$ cat config.mk
export PLATFORM = sky130hd
export DESIGN_NAME = f_pc_fetch
export DESIGN_NICKNAME = d
export VERILOG_FILES = /design/src/rtl/f_pc_fetch_pkg.sv /design/src/rtl/f_pc_fetch_pipe.sv /design/src/rtl/f_pc_fetch.sv
export SDC_FILE = /design/constraint.sdc
export NUM_CORES = 1
export LEC_CHECK = 0
export ABC_CLOCK_PERIOD_IN_PS = 2200
export BUFFER_PORTS_ARGS = -buffer_cell sky130_fd_sc_hd__buf_2
export CORE_MARGIN = 3
export CORE_UTILIZATION = 50
export CTS_CLUSTER_DIAMETER = 80
export DETAILED_ROUTE_END_ITERATION = 16
export PLACE_DENSITY = 0.8
export SLEW_MARGIN = 20
export SYNTH_ARGS = -nofsm -noshare
export SYNTH_HDL_FRONTEND = slang
export SYNTH_HIERARCHICAL = 1
export SYNTH_SLANG_ARGS = --single-unit
export TNS_END_PERCENT = 10
$ cat constraint.sdc
create_clock -name clk -period 2.2 [get_ports clk]
set_input_delay 0.11 -clock clk [delete_from_list [all_inputs] [get_ports clk]]
set_output_delay 0.11 -clock clk [all_outputs]
set_load 0.02 [all_outputs]
$ cat src/rtl/f_pc_fetch_pkg.sv
// Shared types and constants for the fetch stage.
// Word width, reset PC, FSM encoding, F/D bundle and PC increments.
package f_pc_fetch_pkg;

  localparam int WORD_W = 32;

  localparam logic [WORD_W-1:0] RESET_PC_DEF = 32'h0000_3000;
  localparam logic [WORD_W-1:0] PC_INC       = 32'd4;
  localparam logic [WORD_W-1:0] LINK_INC     = 32'd8;

  typedef enum logic [1:0] {
    FETCH   = 2'd0,
    HOLD    = 2'd1,
    DISCARD = 2'd2
  } fetch_state_e;

  typedef struct packed {
    logic              valid;
    logic [WORD_W-1:0] instr;
    logic [WORD_W-1:0] pc;
    logic [WORD_W-1:0] pc8;
  } if_id_t;

  function automatic logic [WORD_W-1:0] word_align(
    input logic [WORD_W-1:0] a
  );
    return {a[WORD_W-1:2], 2'b00};
  endfunction

endpackage

$ cat src/rtl/f_pc_fetch_pipe.sv
// F/D pipeline register: en loads d_i, en+flush turns it into a bubble.
// Ports: clk, rst_n, en_i, flush_i, d_i (if_id_t), q_o (if_id_t).
module fd_pipe_reg
  import f_pc_fetch_pkg::*;
(
  input  logic   clk,
  input  logic   rst_n,
  input  logic   en_i,
  input  logic   flush_i,
  input  if_id_t d_i,
  output if_id_t q_o
);

  if_id_t fd_q;
  if_id_t fd_d;

  always_comb begin
    fd_d = fd_q;
    if (en_i) begin
      if (flush_i) begin
        // bubble keeps the old payload, only valid drops
        fd_d.valid = 1'b0;
      end else begin
        fd_d = d_i;
      end
    end
  end

  always_ff @(posedge clk or negedge rst_n) begin
    if (!rst_n) fd_q <= '0;
    else        fd_q <= fd_d;
  end

  assign q_o = fd_q;

endmodule

$ cat src/rtl/f_pc_fetch.sv
// Fetch-stage PC unit with skid buffer, redirect handling and F/D reg.
// Ports: clk/rst_n, stall_i, jump_i/target, imem req/addr/ready/rdata, fd_*.
module f_pc_fetch
  import f_pc_fetch_pkg::*;
#(
  parameter logic [31:0] RESET_PC   = RESET_PC_DEF,
  parameter int          DELAY_SLOT = 1
) (
  input  logic              clk,
  input  logic              rst_n,
  input  logic              stall_i,
  input  logic              jump_i,
  input  logic [WORD_W-1:0] jump_target_i,
  output logic              imem_req_o,
  output logic [WORD_W-1:0] imem_addr_o,
  input  logic              imem_ready_i,
  input  logic [WORD_W-1:0] imem_rdata_i,
  output logic              fd_valid_o,
  output logic [WORD_W-1:0] fd_instr_o,
  output logic [WORD_W-1:0] fd_pc_o,
  output logic [WORD_W-1:0] fd_pc8_o
);

  localparam bit SQUASH = (DELAY_SLOT == 0);

  fetch_state_e      state_q, state_d;
  logic [WORD_W-1:0] pc_q, pc_d;
  logic              pend_valid_q, pend_valid_d;
  logic [WORD_W-1:0] pend_target_q, pend_target_d;
  logic              hold_valid_q, hold_valid_d;
  logic [WORD_W-1:0] hold_instr_q, hold_instr_d;
  logic [WORD_W-1:0] hold_pc_q, hold_pc_d;

  logic              jmp;
  logic [WORD_W-1:0] tgt;
  logic [WORD_W-1:0] seq_pc;
  logic              fd_en;
  logic              fd_flush;
  if_id_t            fd_d;
  if_id_t            fd_q;

  assign jmp = jump_i & ~stall_i;
  assign tgt = word_align(jump_target_i);

  // a pending redirect outranks a fresh jump and the +4 stream
  assign seq_pc = pend_valid_q ? pend_target_q :
                  jmp          ? tgt           :
                                 pc_q + PC_INC;

  always_comb begin
    state_d       = state_q;
    pc_d          = pc_q;
    pend_valid_d  = pend_valid_q;
    pend_target_d = pend_target_q;
    hold_valid_d  = hold_valid_q;
    hold_instr_d  = hold_instr_q;
    hold_pc_d     = hold_pc_q;
    fd_en         = 1'b0;
    fd_flush      = 1'b0;
    fd_d.valid    = 1'b1;
    fd_d.instr    = imem_rdata_i;
    fd_d.pc       = pc_q;
    fd_d.pc8      = pc_q + LINK_INC;
    unique case (1'b1)
      (state_q == FETCH): begin
        if (imem_ready_i) begin
          pc_d         = seq_pc;
          pend_valid_d = 1'b0;
          if (!stall_i) begin
            fd_en    = 1'b1;
            fd_flush = SQUASH && jmp;
          end else begin
            hold_valid_d = 1'b1;
            hold_instr_d = imem_rdata_i;
            hold_pc_d    = pc_q;
            state_d      = HOLD;
          end
        end else if (!stall_i) begin
          fd_en    = 1'b1;
          fd_flush = 1'b1;
          if (jmp) begin
            // delay slot (or doomed fetch) still in flight
            pend_valid_d  = 1'b1;
            pend_target_d = tgt;
            if (SQUASH) state_d = DISCARD;
          end
        end
      end
      (state_q == HOLD): begin
        if (!stall_i) begin
          fd_en        = 1'b1;
          fd_d.valid   = hold_valid_q;
          fd_d.instr   = hold_instr_q;
          fd_d.pc      = hold_pc_q;
          fd_d.pc8     = hold_pc_q + LINK_INC;
          hold_valid_d = 1'b0;
          state_d      = FETCH;
          // pc_q already points past the held word
          if (jmp) begin
            pc_d     = tgt;
            fd_flush = SQUASH;
          end
        end
      end
      (state_q == DISCARD): begin
        if (!stall_i) begin
          fd_en    = 1'b1;
          fd_flush = 1'b1;
        end
        if (jmp) pend_target_d = tgt;
        if (imem_ready_i) begin
          pc_d         = jmp ? tgt : pend_target_q;
          pend_valid_d = 1'b0;
          state_d      = FETCH;
        end
      end
      default: state_d = FETCH;
    endcase
  end

  always_ff @(posedge clk or negedge rst_n) begin
    if (!rst_n) begin
      state_q       <= FETCH;
      pc_q          <= RESET_PC;
      pend_valid_q  <= 1'b0;
      pend_target_q <= '0;
      hold_valid_q  <= 1'b0;
      hold_instr_q  <= '0;
      hold_pc_q     <= '0;
    end else begin
      state_q       <= state_d;
      pc_q          <= pc_d;
      pend_valid_q  <= pend_valid_d;
      pend_target_q <= pend_target_d;
      hold_valid_q  <= hold_valid_d;
      hold_instr_q  <= hold_instr_d;
      hold_pc_q     <= hold_pc_d;
    end
  end

  fd_pipe_reg u_fd (
    .clk     (clk),
    .rst_n   (rst_n),
    .en_i    (fd_en),
    .flush_i (fd_flush),
    .d_i     (fd_d),
    .q_o     (fd_q)
  );

  assign imem_req_o  = (state_q != HOLD);
  assign imem_addr_o = pc_q;
  assign fd_valid_o  = fd_q.valid;
  assign fd_instr_o  = fd_q.instr;
  assign fd_pc_o     = fd_q.pc;
  assign fd_pc8_o    = fd_q.pc8;

endmodule

# Word-level counts from Yosys, hierarchy flattened
# Index checks and enable logic that the tools add are counted.
totals:
  mem_count: 0
  ram_bits: 0
  regBits: 229
  rom_bits: 0
  latch_bits: 0
classes:
  bitwise_logic: 3
  div: 0
  reduce_logical: 12
  muxes: 32
  mul: 0
  magnitude_cmp: 0
  n_shift: 0
  n_addsub: 3
  n_eq_ne: 12
op_table:
  columns: ["op", "count"]
  rows:
  - ["32-bit 2-to-1 mux", 9]
  - ["97-bit 2-to-1 mux", 2]
  - ["32-bit case mux with 3 select lines", 1]
  - ["32-bit by 4-bit adder with 32-bit output, second input constant", 2]
  - ["32-bit case mux with 2 select lines", 1]
  - ["32-bit by 3-bit adder with 32-bit output, second input constant", 1]
  - ["2-bit inequality test, second input constant", 7]
  - ["4-bit AND reduction", 3]
  - ["1-bit 2-to-1 mux", 11]
  - ["2-bit 2-to-1 mux", 4]
  - ["3-bit inequality test, second input constant", 2]
  - ["1-bit case mux with 2 select lines", 3]
  - ["2-bit case mux with 3 select lines", 1]
  - ["3-bit AND reduction", 2]
  - ["5-bit AND reduction", 1]
  - ["2-bit nonzero test", 2]
  - ["3-bit nonzero test", 1]
  - ["3-bit OR reduction", 1]
  - ["2-bit by 1-bit == test with 1-bit output, second input constant", 1]
  - ["2-bit == test, second input constant", 1]
  - ["2-bit zero test", 1]
  - ["2-bit by 1-bit inequality test with 1-bit output, second input constant", 1]
  - ["1-bit NOT", 2]
  - ["2-bit AND reduction", 1]
  - ["1-bit AND", 1]

# Longest topological paths before layout
# Gate-level depths: netlist of the first run.
logic_depth:
  ltp_word: 6
  ltp_mapped: 9
  ltp_nobuf: 7

# Hierarchy
# Netlist of the first run, hierarchy kept.
by_module_without_submodules:
  columns: ["module", "cells_each", "n_inst", "seq_area_each_um2", "area_per_inst_um2"]
  rows:
  - ["f_pc_fetch", 883, 1, 3105.5, 8353.0]
  - ["fd_pipe_reg", 207, 1, 2427.3, 3729.8]

# Worst setup path before layout of the first run
# OpenSTA, ideal clock, no wires.
synth_path:
  path_type: "reg2reg"
  from: "reg pc_q[13], in the netlist imem_addr_o[13]"
  to: "reg, netlist name u_fd/q_o[21]"
  setup_slack_ps: 9
  t_arrival_ps: 2067
  synth_period_minus_slack_ps: 2191
  path_stages_with_launch: 8
  path_buffers: 1
  path_cell_list: "dfstp_2 buf_2 nand4_1 nor3_1 nand4_1 xor2_1 mux2i_1 mux2_2"
synth_rtl:
  columns: ["element", "line_no", "text"]
  rows:
  - ["from (decl)", "f_pc_fetch.sv:27", "logic [WORD_W-1:0] pc_q, pc_d;"]
  - ["from (signal assigned)", "f_pc_fetch.sv:132", "pc_q <= pc_d;"]

==> flow_metrics.tcl, run 1 <==
set metrics [dict create \
    status "finished, violations left" \
    violations "negative setup slack" \
    dp.cells 1616 \
    grt_overflow 0 \
    drtPass1Iterations 6 \
    synth_enable_flop_cells 0 \
    fin_cells 1720 \
    drtIter0Drc 949 \
    holdWs_ps 66.76 \
    wire_per_inst_um 20.38 \
    ys_top_cells_by_count "dfrtp_1 (219), mux2_2 (195), nand2_1 (96), xor2_1 (50), a21oi_1 (48)" \
    synthTopCellsByArea "dfrtp_1 (45%), mux2_2 (18%), xor2_1 (3.6%)" \
    core-area_sq_mm 0.02361 \
    post-route-period-util_pct 100.2 \
    slew_violations 0 \
    antenna_cells 0 \
    cp_max_fo 7 \
    grt.total_usage_pct 26.81 \
    hpwl_um 24470 \
    path_clk_slew_ps 60 \
    worstSetupPathType "register to register" \
    die_x_um 161.5 \
    ctsLongestPathBuffers 3 \
    p_int_mw 9.908 \
    route.detailed.drc 0 \
    antenna_found_initial 0 \
    root_buffer "clkbuf_16" \
    final_util_pct 64.74 \
    grt_pass1_vias 10480 \
    p_clk_share_pct 26.3 \
    synth.area.mux_share_pct 25.39 \
    finalHoldViolCount 0 \
    syn_area_sq_mm 0.01208 \
    maxCapViolCount 0 \
    cts_made_buffers 24 \
    die_area_sq_mm 0.02607 \
    cp.arrival_ps 2610 \
    viasPerCell 5.912 \
    fin_crit_ps 2204 \
    antenna_left 0 \
    crit_required_ps 2600 \
    slew_headroom_pct 58.76 \
    grt_pass1_wl_um 56570 \
    yosysUniqueCellTypes 64 \
    tightest_slew_ps 618.5 \
    synth.avg_cell_area_sq_um 11.09 \
    setup.worst_path.start_class "register" \
    power_frac_seq_pct 39.8 \
    leakagePower_nw 6.954 \
    rsz0062_at_grt "yes" \
    post_cts_buffers 0 \
    switching_share_pct 35.49 \
    clk_latency_ps 520 \
    vias 10170 \
    synth_xor_area_share_pct 5.364 \
    synthArstFlopShare_pct 100.0 \
    grt_max_degree 66 \
    initial_utilization_pct 51.17 \
    synth-compound-area-share_pct 7.580 \
    critPathCaptureType "register" \
    placed_area_sq_mm 0.01384 \
    cp-startpoint "imem_addr_o[12]" \
    cts_tree "built" \
    min_path_type "primary input to register" \
    nFillCells 1817 \
    die_h_um 161.5 \
    synth_most_common_cell "dfrtp_1" \
    drive_above_1_share_pct 40.83 \
    cts_sinks 221 \
    synthAdderAreaFrac_pct 0.3107 \
    pre_cts_ws_ps 16.19 \
    nets 1458 \
    regToRegStartpoint "imem_addr_o[12]" \
    report.final.setup_viol 1 \
    synthFlopType "dfrtp_1" \
    ys_ff_latch 221 \
    vdd_drop_max_mv 0.8592 \
    skew_ps 14.30 \
    yosys.area_share.simple_pct 11.61 \
    htree_levels 1 \
    postRouteWirelength_um 35060 \
    yosysTopAreaCell "dfrtp_1" \
    worst_slack_ps -3.635 \
    area_growth_pct 26.51 \
    max_freq_mhz 453.8 \
    seq_area_frac_synth_pct 45.79 \
    fin_area_sq_mm 0.01529 \
    num_rows 56 \
    combPwrFrac_pct 33.9 \
    synth_top_area_share_pct 45.36 \
    gp_congestion 0.9543 \
    boundaryPins 199 \
    powerDensity_mw_per_mm2 1005 \
    ys_warn_count 6 \
    min_from "stall_i" \
    p_switching_mw 5.451 \
    synthCells 1090 \
    synth_top_family_by_area "multiplexers" \
    io_buffer_count 194 \
]
## worst paths after layout
check                                   endpoint  slack, ps  cells past startpoint
worst min-delay path                  state_q[0]         70                      3
max in group asynchronous           u_fd/q_o[16]       1290                      3
worst max-delay path                u_fd/q_o[15]         -4                      7
min in group asynchronous        imem_addr_o[16]        120                      2
worst max register to register      u_fd/q_o[15]         -4                      7
worst min register to register  hold_instr_q[21]        490                      1
## placed cells by master, fill, tap and decap left out, drive strengths merged, types with 24 or more instances in the layout
cell         instances
buf                290
a21oi               48
o21ai               45
dfrtp              219
nand4               34
mux2               245
clkbuf              35
nand2               96
nor2                41
xor2                50
nand3               32
dlygate4sd3         63
xnor2               24
## per-stage QoR
stage / power [mW] / setup TNS [ps]
6_report: 15.36 / -3.635
2_1_floorplan: 9.171 / 0
3_5_place_dp: 11.22 / 0
4_1_cts: 15.39 / 0
3_3_place_gp: 11.01 / 0
5_1_grt: 16.13 / -302.5
## kinds of logic after synthesis
family / after synthesis
other: 2
AO/OA/AOI/OAI: 151
AND/OR/NAND/NOR: 274
buffers and inverters: 100
adder cells (fa/ha/maj): 3
XOR/XNOR: 74
flip-flops: 221
multiplexers: 265
## final cells by class
class                           count  area, sq um  area share [%]
Clock buffer                       35        693.2           4.535
Clock inverter                      6        80.08          0.5239
Inverter                           12        45.04          0.2947
Multi-Input combinational cell    774         6153           40.26
Sequential cell                   221         5533           36.20
Tap cell                          319        399.1           2.611
Timing Repair Buffer              353         2382           15.58
## state kept, by name, summed over array words and instances (netlist names)
name and count:
pend_valid_q 1, state_q 1, hold_pc_q 30, u_fd/q_o 97, imem_addr_o 30, hold_instr_q 32
pend_target_q 30
## power by group through the flow
stage	logic [mW]	registers (mW)	clock network, mW
floorplan	2.53	6.64	0
global placement	4.95	6.07	0
global route	5.58	6.26	4.29
finish	5.21	6.11	4.03
CTS	5.20	6.09	4.10
detailed placement	5.07	6.15	0
## routing by layer
metal	wire length, um	global-route usage, %	part of all wire, %
met2	17090	44.72	49
met1	13450	34.67	38
met5	0	0	0
met3	2988	5.001	8.5
met4	1529	10.68	4.4
## worst max-delay path, cell delays in order, from the launching register on
cell     delay [ps]
dfstp_2         590
nand4_1         340
nor3_4          340
buf_4           180
nand3_1          90
xor2_1          180
mux2i_1         100
mux2_2          270
## timing repair
| item | CTS | global route |
|---|---|---|
| endpoints found under the setup margin | 1 | 19 |
| pin swaps | 0 | 4 |
| hold buffers | 63 | 0 |
| resized for setup | 1 | 7 |
| endpoints found under the hold margin | 233 | 0 |
(Power assumes the default switching activity.)
==> run 2, diff against run 1 <==
Settings changed: BUFFER_PORTS_ARGS -buffer_cell sky130_fd_sc_hd__buf_2 to default, DONT_BUFFER_PORTS from default to 1, PLACE_DENSITY 0.8 to 0.73.
==> flow_metrics.tcl, run 2 (same netlist as run 1, synthesis figures left out) <==
set metrics [dict create \
    drtIter0Drc 590 \
    largest_register_ffs 97 \
    leakagePower_nw 6.256 \
    ctsLongestPathBuffers 3 \
    cp.depth 6 \
    cp_max_fo 7 \
    layout_common_cells "dfrtp_1 (216), mux2_2 (195), buf_4 (98)" \
    holdWs_ps -721.2 \
    critPathMaxStageDelay_ps 610 \
    min_path_type "primary input to async pin" \
    powerDensity_mw_per_mm2 1052 \
    boundaryPins 199 \
    antenna_cells 0 \
    dp.cells 1429 \
    root_buffer "clkbuf_16" \
    worstPathCellList "and4_4, nand4_1, nor4_1, xnor2_1, mux2i_1, mux2_2" \
    core-area_sq_mm 0.02361 \
    critPathCaptureType "register" \
    worstSetupPathType "register to register" \
    antenna_left 0 \
    cts_hold_buf 64 \
    critPathBufInv 0 \
    path_clk_slew_ps 60 \
    grt_pass1_vias 9258 \
    max_freq_mhz 452.7 \
    layout_commonest_cell "dfrtp_1" \
    hpwl_um 23710 \
    cts_made_buffers 26 \
    maxCapViolCount 0 \
    post-route-period-util_pct 100.4 \
    worst_slack_ps -8.765 \
    io_buffer_count 0 \
    slew_violations 0 \
    pre_cts_ws_ps 80.48 \
    post_cts_buffers 0 \
    rsz0062_at_grt "yes" \
    cp_top_family "simple AND/OR/NAND/NOR gates" \
    die_x_um 161.5 \
    grt_pass1_wl_um 52500 \
    num_rows 56 \
    die_area_sq_mm 0.02607 \
    drive_above_1_share_pct 32.43 \
    grt_max_degree 222 \
    status "finished, violations left" \
    cts_tree "built" \
    violations "negative hold slack, negative setup slack" \
    slew_headroom_pct 54.27 \
    drtPass1Iterations 6 \
    grt.total_usage_pct 24.97 \
    reg2regPathDepth 6 \
    tightest_slew_ps 682.9 \
    nets 1274 \
    htree_levels 1 \
    postRouteWirelength_um 33370 \
    antenna_found_initial 0 \
    cts_sinks 221 \
    finalHoldViolCount 221 \
    final_util_pct 61.50 \
    crit_slowest_cell "dfstp_2" \
    route.detailed.drc 0 \
    viasPerCell 5.932 \
    clk_latency_ps 530 \
    area_growth_pct 20.18 \
    report.final.setup_viol 1 \
    grt_overflow 0 \
    cp.arrival_ps 2630 \
    skew_ps 12.23 \
    power.total_mw 15.28 \
    crit_required_ps 2620 \
    vdd_drop_max_mv 0.7079 \
    vias 9136 \
    gp_congestion 0.9195 \
    setup.worst_path.start_class "register" \
    fin_cells 1540 \
    nFillCells 1894 \
    fin_crit_ps 2209 \
    initial_utilization_pct 51.17 \
    die_h_um 161.5 \
    wire_per_inst_um 21.67 \
]
-- run 2: worst paths after layout --
kind,start,end,slack (ps)
worst max-delay path,imem_addr_o[12],u_fd/q_o[28],-9
worst min-delay path,rst_n,u_fd/q_o[72],-720
worst max register to register,imem_addr_o[12],u_fd/q_o[28],-9
worst min register to register,hold_instr_q[28],hold_instr_q[28],500
max in group asynchronous,rst_n,imem_addr_o[12],2540
min in group clk,stall_i,hold_pc_q[23],50
-- run 2: repair_timing --
item                                    in CTS  in global routing
resized for setup                            0                  7
endpoints found under the setup margin       0                 18
hold endpoints to repair                   347                221
-- run 2: layer usage --
layer | GRT usage (%) | vias to the layer above | wire, um
met5 | 0 | - | 0
met4 | 7.000 | 0 | 871
met3 | 6.155 | 66 | 2795
met2 | 41.27 | 389 | 16210
met1 | 32.89 | 4550 | 13490
li1 | - | 4131 | -
-- run 2: layout make-up --
type | instances | area [sq um] | share of cell area [%]
Clock inverter | 11 | 170.2 | 1.172
Sequential cell | 221 | 5537 | 38.13
Multi-Input combinational cell | 774 | 6136 | 42.25
Inverter | 12 | 45.04 | 0.3102
Clock buffer | 36 | 758.2 | 5.221
Tap cell | 319 | 399.1 | 2.749
Timing Repair Buffer | 167 | 1476 | 10.17
-- run 2: per-stage QoR --
step                      area [sq um]  setup TNS (ps)  hold WS, ps
after floorplan                  12100               0       -185.6
after global placement           12930               0       -181.7
after detailed placement         12930               0       -179.7
after CTS                        14500               0       -747.2
after global routing             14520          -500.0       -752.9
final                            14520          -8.765       -721.2
-- run 2: power by group --
group / internal [mW] / total (mW) / switching, mW / leakage [nW]
clock network: 2.87 / 4.60 / 1.73 / 0.462
registers: 5.15 / 6.86 / 1.70 / 2.64
logic: 1.95 / 3.82 / 1.87 / 3.15
==> run 3, diff against run 2 <==
Settings changed: ABC_AREA from default to 1.
==> flow_metrics.tcl, run 3 <==
set metrics [dict create \
    grt_max_degree 222 \
    synthArstFlopShare_pct 100.0 \
    drtIter0Drc 1232 \
    initial_utilization_pct 51.03 \
    cts_made_buffers 25 \
    vdd_drop_max_mv 0.6506 \
    drive_above_1_share_pct 9.135 \
    yosysUniqueCellTypes 39 \
    fin_cells 2174 \
    route.detailed.drc 0 \
    synth.avg_cell_area_sq_um 7.072 \
    grt_pass1_wl_um 59020 \
    die_x_um 164 \
    cp_max_fo 5 \
    root_buffer "clkbuf_16" \
    report.final.setup_viol 0 \
    slew_headroom_pct 56.92 \
    cp.arrival_ps 2530 \
    leakagePower_nw 7.175 \
    maxCapViolCount 0 \
    die_h_um 164 \
    yosysTopAreaCell "dfrtp_1" \
    grt.total_usage_pct 27.21 \
    htree_levels 1 \
    cts_hold_buf 66 \
    worst_slack_ps 135.1 \
    ctsLongestPathBuffers 3 \
    path_clk_slew_ps 60 \
    seq_area_sq_mm 0.005534 \
    wire_per_inst_um 16.98 \
    layout_commonest_cell "nand2_1" \
    cts_sinks 221 \
    finalHoldViolCount 221 \
    status "finished, violations left" \
    post_cts_buffers 0 \
    critPathCaptureType "register" \
    crit_required_ps 2670 \
    die_area_sq_mm 0.02690 \
    multiInputGateArea_sq_mm 0.005913 \
    postRouteWirelength_um 36910 \
    post-route-period-util_pct 93.86 \
    seq_area_frac_synth_pct 44.33 \
    cp_common_cell "nand2_1" \
    worstPathCellList "nand2_1, nor2_2, nand2_1, nor2_1, nand4_1, xor2_1, nand2_1, nand2_1, nand3_1, nand2_1" \
    syn_area_sq_mm 0.01248 \
    antenna_cells 0 \
    worstSetupPathType "register to register" \
    synth_top_area_share_pct 43.91 \
    grt_pass1_vias 11180 \
    antenna_found_initial 0 \
    rsz0062_at_grt "yes" \
    largest_register_ffs 97 \
    hpwl_um 25410 \
    powerDensity_mw_per_mm2 932.1 \
    num_rows 57 \
    nFillCells 2259 \
    viasPerCell 5.401 \
    skew_ps 28.43 \
    dp.cells 2062 \
    drtPass1Iterations 6 \
    synthCells 1765 \
    ys_top_cells_by_count "nand2_1 (651), dfrtp_1 (219), o21ai_0 (215), nand3_1 (158), inv_1 (146)" \
    max_freq_mhz 484.3 \
    crit_slowest_cell "dfstp_2" \
    holdWs_ps -741.8 \
    pre_cts_ws_ps 183.5 \
    core-area_sq_mm 0.02446 \
    tightest_slew_ps 646.2 \
    synthFlopType "dfrtp_1" \
    violations "negative hold slack" \
    nets 1903 \
    clk_latency_ps 550 \
    synthTopCellsByArea "dfrtp_1 (44%), nand2_1 (20%), o21ai_0 (8.6%)" \
    fin_crit_ps 2065 \
    gp_congestion 0.9493 \
    layout_common_cells "nand2_1 (650), dfrtp_1 (218), o21ai_0 (215)" \
    ys_ff_latch 221 \
    area_growth_pct 16.73 \
    boundaryPins 199 \
    io_buffer_count 0 \
    antenna_left 0 \
    synth_enable_flop_cells 0 \
    critPathMaxStageDelay_ps 600 \
    slew_violations 0 \
    cts_tree "built" \
    grt_overflow 0 \
    ys_warn_count 6 \
    vias 11740 \
    min_path_type "primary input to async pin" \
    setup.worst_path.start_class "register" \
    synth_most_common_cell "nand2_1" \
]
==> run 3: report_power, final <==
group	internal, mW	switching, mW	leakage [nW]
Combinational	1.12	1.90	3.98
Sequential	4.87	1.23	2.75
Clock	2.72	1.74	0.442
Total	8.71	4.87	7.18
==> run 3: metrics by stage <==
stage	hold WS (ps)	area (sq um)	util, %	TNS [ps]	power [mW]
finish	-741.8	14570	59.56	0	13.58
global route	-756.7	14570	59.56	-40.83	14.37
CTS	-758.8	14560	59.53	0	13.64
detailed placement	-179.8	13010	53.17	0	9.035
global placement	-180.7	13010	53.17	0	8.930
floorplan	-185.6	12500	-	0	7.935
==> run 3: critical path, delay by kind of cell (launching register included) <==
family	cells	cell delay [ps]
xor gates and xnor gates	1	270
DFF	1	600
and+or+nand+nor	9	1130
==> run 3: final timing paths <==
path	start	to	slack [ps]	cells past startpoint
max reg2reg	imem_addr_o[12]	u_fd/q_o[28]	140	10
max in group asynchronous	rst_n	imem_addr_o[13]	2590	0
min	rst_n	hold_instr_q[22]	-740	0
max	imem_addr_o[12]	u_fd/q_o[28]	140	10
min reg2reg	hold_instr_q[10]	hold_instr_q[10]	490	2
min in group clk	jump_i	pend_valid_q	20	5
==> run 3: final cells by class <==
cell class                 count  area share (%)
clock inverter                10           1.005
multi-input combinational   1292           40.58
clock buffer                  36           5.127
sequential                   221           37.98
inverter                     157           4.053
timing repair buffer         134           8.467
tap                          324           2.782
==> run 3: layer usage <==
layer / track usage (%) / vias to the layer above / share of wire, %
li1: - / 5762 / -
met1: 37.10 / 5438 / 42
met2: 44.36 / 469 / 46
met3: 4.943 / 72 / 8.4
met4: 8.343 / 0 / 3.1
met5: 0 / - / 0
==> run 3: logic make-up after synthesis <==
logic type      synth area share [%]
compound gates                 12.32
xor+xnor                       2.035
fa+ha+maj                     0.3008
buf+inv                        8.671
flops                          44.33
mux                           0.2606
other cells                  0.06017
simple gates                   32.03
==> run 3: repair_timing <==
action                                  in CTS  in global routing
hold endpoints to repair                   347                221
gates resized for setup                      0                  4
endpoints found under the setup margin       0                  5
